`config.mk`:
```
export PLATFORM = sky130hd
export DESIGN_NAME = mul_seq_ctrl
export DESIGN_NICKNAME = d
export VERILOG_FILES = /design/src/rtl/mul_pkg.sv /design/src/rtl/fa_32bit.sv /design/src/rtl/mul_seq_ctrl.sv
export SDC_FILE = /design/constraint.sdc
export NUM_CORES = 1
export LEC_CHECK = 0
export ABC_CLOCK_PERIOD_IN_PS = 16900
export CAP_MARGIN = 20
export CORE_ASPECT_RATIO = 1.75
export CORE_MARGIN = 3
export CORE_UTILIZATION = 30
export CTS_CLUSTER_DIAMETER = 50
export CTS_CLUSTER_SIZE = 30
export DETAILED_ROUTE_END_ITERATION = 8
export GPL_ROUTABILITY_DRIVEN = 0
export PLACE_DENSITY_LB_ADDON = 0.08
export REMOVE_ABC_BUFFERS = 1
export SETUP_SLACK_MARGIN = 0.2
export SLEW_MARGIN = 20
export SYNTH_ARGS = -nofsm -noshare
export SYNTH_HDL_FRONTEND = slang
export SYNTH_SLANG_ARGS = --single-unit
```
`constraint.sdc`:
```
create_clock -name clk -period 16.9 [get_ports clk]
set_input_delay 1.69 -clock clk [delete_from_list [all_inputs] [get_ports clk]]
set_output_delay 1.69 -clock clk [all_outputs]
set_load 0.03 [all_outputs]
```
`src/rtl/mul_pkg.sv`:
```
// Shared constants and state encoding for the sequential 32x32 multiplier.
// Both the controller and the adder it time-shares import this package.
package mul_pkg;

    localparam int unsigned WIDTH     = 32;
    localparam int unsigned CNT_W     = 6;
    localparam int unsigned ITER_LAST = WIDTH - 1;
    localparam int unsigned PROD_W    = 2 * WIDTH;

    typedef enum logic [2:0] {
        ST_IDLE  = 3'd0,
        ST_NEGA  = 3'd1,
        ST_NEGB  = 3'd2,
        ST_MUL   = 3'd3,
        ST_NEGLO = 3'd4,
        ST_NEGHI = 3'd5,
        ST_DONE  = 3'd6
    } state_e;

endpackage

```
`src/rtl/fa_32bit.sv`:
```
// 32-bit ripple-carry adder. It is shared by every arithmetic step of the
// multiplier sequencer.
module fa_32bit
    import mul_pkg::*;
(
    input  logic [WIDTH-1:0] A,
    input  logic [WIDTH-1:0] B,
    input  logic             CIN,
    output logic [WIDTH-1:0] SUM,
    output logic             COUT
);

    logic [WIDTH:0] carry;

    // Bit-serial carry chain, one full adder per bit.
    always_comb begin
        carry    = '0;
        SUM      = '0;
        carry[0] = CIN;
        for (int i = 0; i < int'(WIDTH); i++) begin
            SUM[i]     = A[i] ^ B[i] ^ carry[i];
            carry[i+1] = (A[i] & B[i]) | (carry[i] & (A[i] ^ B[i]));
        end
    end

    assign COUT = carry[WIDTH];

endmodule

```
`src/rtl/mul_seq_ctrl.sv`:
```
// Multi-cycle signed/unsigned 32x32 shift-add multiplier.
// All negations and iterations go through one shared fa_32bit instance.
module mul_seq_ctrl
    import mul_pkg::*;
(
    input  logic              clk,
    input  logic              reset,
    input  logic              start,
    input  logic              is_signed,
    input  logic [WIDTH-1:0]  a,
    input  logic [WIDTH-1:0]  b,
    output logic              busy,
    output logic              done,
    output logic [PROD_W-1:0] product
);

    state_e             state_q, state_d, first_state_c;
    logic [WIDTH-1:0]   mcand_q, mcand_d;
    logic [WIDTH-1:0]   hi_q, hi_d;
    logic [WIDTH-1:0]   lo_q, lo_d;
    logic [CNT_W-1:0]   cnt_q, cnt_d;
    logic               neg_q, neg_d;
    logic               carry_sv_q, carry_sv_d;
    logic               busy_q, busy_d;
    logic               done_q, done_d;
    logic [PROD_W-1:0]  product_q, product_d;

    logic [WIDTH-1:0]   add_a_c, add_b_c, add_sum_c;
    logic               add_cin_c, add_cout_c;
    logic               accept_c;

    fa_32bit u_adder (
        .A    (add_a_c),
        .B    (add_b_c),
        .CIN  (add_cin_c),
        .SUM  (add_sum_c),
        .COUT (add_cout_c)
    );

    assign accept_c = start && ((state_q == ST_IDLE) || (state_q == ST_DONE));

    always_ff @(posedge clk or posedge reset) begin
        if (reset) begin
            state_q <= ST_IDLE;
        end else begin
            state_q <= state_d;
        end
    end

    always_comb begin
        first_state_c = ST_MUL;
        if (is_signed && a[WIDTH-1]) begin
            first_state_c = ST_NEGA;
        end else if (is_signed && b[WIDTH-1]) begin
            first_state_c = ST_NEGB;
        end

        state_d = state_q;
        unique case (state_q)
            ST_IDLE:  if (start) state_d = first_state_c;
            ST_DONE:  state_d = start ? first_state_c : ST_IDLE;
            // In NEGA the multiplicand was negative, so b was negative exactly when neg is clear.
            ST_NEGA:  state_d = neg_q ? ST_MUL : ST_NEGB;
            ST_NEGB:  state_d = ST_MUL;
            ST_MUL: begin
                if (cnt_q == CNT_W'(ITER_LAST)) begin
                    state_d = neg_q ? ST_NEGLO : ST_DONE;
                end
            end
            ST_NEGLO: state_d = ST_NEGHI;
            ST_NEGHI: state_d = ST_DONE;
            default:  state_d = ST_IDLE;
        endcase
    end

    // Adder operand muxing and datapath next-state per FSM state.
    always_comb begin
        add_a_c    = '0;
        add_b_c    = '0;
        add_cin_c  = 1'b0;
        mcand_d    = mcand_q;
        hi_d       = hi_q;
        lo_d       = lo_q;
        cnt_d      = cnt_q;
        neg_d      = neg_q;
        carry_sv_d = carry_sv_q;

        if (accept_c) begin
            mcand_d = a;
            lo_d    = b;
            hi_d    = '0;
            cnt_d   = '0;
            neg_d   = is_signed & (a[WIDTH-1] ^ b[WIDTH-1]);
        end else begin
            unique case (state_q)
                ST_NEGA: begin
                    add_a_c   = ~mcand_q;
                    add_cin_c = 1'b1;
                    mcand_d   = add_sum_c;
                end
                ST_NEGB: begin
                    add_a_c   = ~lo_q;
                    add_cin_c = 1'b1;
                    lo_d      = add_sum_c;
                end
                ST_MUL: begin
                    add_a_c = hi_q;
                    add_b_c = lo_q[0] ? mcand_q : '0;
                    hi_d    = {add_cout_c, add_sum_c[WIDTH-1:1]};
                    lo_d    = {add_sum_c[0], lo_q[WIDTH-1:1]};
                    cnt_d   = cnt_q + CNT_W'(1);
                end
                ST_NEGLO: begin
                    add_a_c    = ~lo_q;
                    add_cin_c  = 1'b1;
                    lo_d       = add_sum_c;
                    carry_sv_d = add_cout_c;
                end
                ST_NEGHI: begin
                    add_a_c   = ~hi_q;
                    add_cin_c = carry_sv_q;
                    hi_d      = add_sum_c;
                end
                default: ;
            endcase
        end

        busy_d    = (state_d != ST_IDLE) && (state_d != ST_DONE);
        done_d    = (state_d == ST_DONE);
        product_d = product_q;
        if (state_d == ST_DONE) begin
            product_d = {hi_d, lo_d};
        end
    end

    always_ff @(posedge clk or posedge reset) begin
        if (reset) begin
            mcand_q    <= '0;
            hi_q       <= '0;
            lo_q       <= '0;
            cnt_q      <= '0;
            neg_q      <= 1'b0;
            carry_sv_q <= 1'b0;
            busy_q     <= 1'b0;
            done_q     <= 1'b0;
            product_q  <= '0;
        end else begin
            mcand_q    <= mcand_d;
            hi_q       <= hi_d;
            lo_q       <= lo_d;
            cnt_q      <= cnt_d;
            neg_q      <= neg_d;
            carry_sv_q <= carry_sv_d;
            busy_q     <= busy_d;
            done_q     <= done_d;
            product_q  <= product_d;
        end
    end

    assign busy    = busy_q;
    assign done    = done_q;
    assign product = product_q;

endmodule

```
==> impl_metrics.ini <==
[critical_path]
critical_path_class = flop to flop
slowest_delay_ps = 480
reg2reg_to = product[31]
rrSetupSlack_ps = 770
crit_required_ps = 17240
startpoint_type = flop
critPathCaptureType = flop
cp_common_cell = fa_1
slowest_stage = fa_1
crit_family = adder cells
arrival_ps = 16470
r2r_start = state_q[2]
rr_worst_depth = 39
path_buf_inv = 2
cp_max_fo = 14

[logic_synthesis]
synth.top_cell.area_share = 0.441
syn_area_per_cell_sq_um = 9.63
yosysWarnings = 0
synthArstFlopShare = 1.00
syn_area_sq_um = 9830
synth_top_area_cell = dfrtp_1
synth_edf_count = 0
ys_types = 53
synth_ff_type = dfrtp_1
synthTopCellsByArea = dfrtp_1, nand2_1, mux2_4, fa_1, o22ai_1
syn_inst = 1020
ys_ff_latch = 173
synth.most_common_cell = nand2_1
netlist_top_cells_count = nand2_1, dfrtp_1, o22ai_1
seq_area_frac_synth = 0.441

[power]
p_per_area_nw_per_um2 = 211
p_leak_nw = 4.96
ir_drop_v = 0.000143

[drt]
ant_nets = 0
firstDrtPassIters = 5
wl_met1_um = 14400
drt-initial-drc-count = 737
avgRoutedWirePerCell_um = 22.9
routed.top_layer = met4
drt_wl_total_um = 34800
vias = 8404
wl_met2_um = 18300
wl_met3_um = 1260
drc = 0
via_per_inst = 5.51

[timing]
setup_violations = 0
rsz0062_at_grt = no
finalCritPeriodShare = 0.954
final.setup_skew_ps = 10.8
hold-worst-slack_ps = 490
final-hold-violation-count = 0
clock.fmax_ghz = 0.0620
period_minus_slack_ps = 16130
slew_headroom = 0.321
finalMaxSlewViolations = 0
worst_pin_slew_ps = 1020

[cells_and_area]
syn2layout_area_growth_pct = 24.2
drive_above_1_share = 0.120
multi_input_area_sq_um = 5140
diodes = 0
final_nets = 1214
final_util = 0.379
num-fill-cells = 3254
register_area_sq_um = 4330

[global_route]
grt_pass1_vias = 8785
grt.total_usage = 0.202
grt_overflow = 0
grt_pass1_wl_um = 54000
antenna_found_initial = 0
grt_max_degree = 74

[worst_hold_path]
holdPathEnd = product[46]
hold_path_class = flop to flop
hold_start = product[46]
min_path_cells = 1

[die]
fp.dieArea_sq_um = 35000
initial_core_util = 0.305
io_pins = 134
num_rows = 87
die_h_um = 245
coreArea_sq_um = 32200
die_w_um = 143

[cts]
cts_tree = yes
cts_sinks = 173
numCtsBuffers = 17
clk_latency_ps = 450
hold_buffers = 0
cts_root_buf = clkbuf_16
clockBufferDepth = 2
h-tree-depth = 4
path_clk_slew_ps = 70

[place]
dp_hpwl_um = 22600
io_buffers = 133

[job]
maxCapViolCount = 0

[run_status]
status = finished, final reports clean
-- power breakdown --
part           internal [W]  switching (W)
clock network      0.000250       0.000177
logic              0.000553       0.000902
registers          0.000554       0.000134
total               0.00136        0.00121
-- how the worst max path moves through the flow --
stage / slack [ps] / endpoint / startpoint / cells after the start
final: 770 / product[31] / state_q[2] / 39
after global routing: 250 / product[31] / state_q[0] / 41
after CTS: 210 / product[31] / state_q[1] / 40
after detailed placement: 260 / product[31] / state_q[1] / 40
after global placement: 310 / product[31] / state_q[1] / 40
after floorplan: -1640 / product[63] / state_q[0] / 40
-- cell usage in the layout, fill, tap and decap left out, types with 4 or more instances in the layout --
cell type,n
and3_1,6
fa_1,25
xor2_1,5
clkbuf_16,17
mux2_4,49
o21ai_1,32
mux2_1,15
a31oi_1,31
a221o_1,30
a32o_1,28
dfrtp_1,170
o21ai_0,35
nand3b_1,5
clkdlybuf4s50_1,133
nor2_1,72
nand2b_1,5
bufinv_16,4
buf_4,31
o22ai_1,92
a21oi_1,40
nand2_1,225
fa_2,7
-- routing by layer --
layer / global-route usage / up-vias
met4: 0.0686 / 0
met1: 0.251 / 4226
met3: 0.0321 / 57
li1: - / 3853
met2: 0.354 / 268
met5: 0 / -
-- stage by stage --
stage	instances	instance area (sq um)	power (W)	TNS, ps	setup WS, ps
after floorplan	928	9410	0.00161	-24070	-1640
after global placement	1491	11500	0.00214	0	314
after detailed placement	1491	11500	0.00214	0	260
after CTS	1522	12200	0.00258	0	212
after global routing	1524	12200	0.00277	0	246
final	1524	12200	0.00257	0	770
-- final cells by class --
type / count / area share
Inverter: 6 / 0.00226
Timing Repair Buffer: 165 / 0.130
Sequential cell: 173 / 0.355
Tap cell: 400 / 0.0410
Multi-Input combinational cell: 749 / 0.421
Clock inverter: 11 / 0.0136
Clock buffer: 20 / 0.0366
-- logic make-up (layout without fill, tap and decap cells) --
family                     after synthesis  after routing  share of synthesized area
and+or+nand+nor                        334            334                      0.137
AOI/OAI and AO/OA                      305            305                      0.207
DFF                                    173            173                      0.441
buffers and inverters                   98            202                     0.0444
muxes                                   67             67                     0.0953
adders and majority gates               34             34                     0.0677
xor gates and xnor gates                 9              9                    0.00802
-- state kept, by name (all words and copies together) (netlist names) --
signal	count
state_q	3
cnt_q	6
mcand_q	32
hi_q	32
neg_q	1
product	64
busy	1
done	1
carry_sv_q	1
lo_q	32
-- timing repair --
item	CTS	global route
pin swaps	0	1
setup endpoints to repair	1	9
resized for setup	1	8
buffers inserted	0	1
No activity file was read; power rests on OpenSTA's default activity.
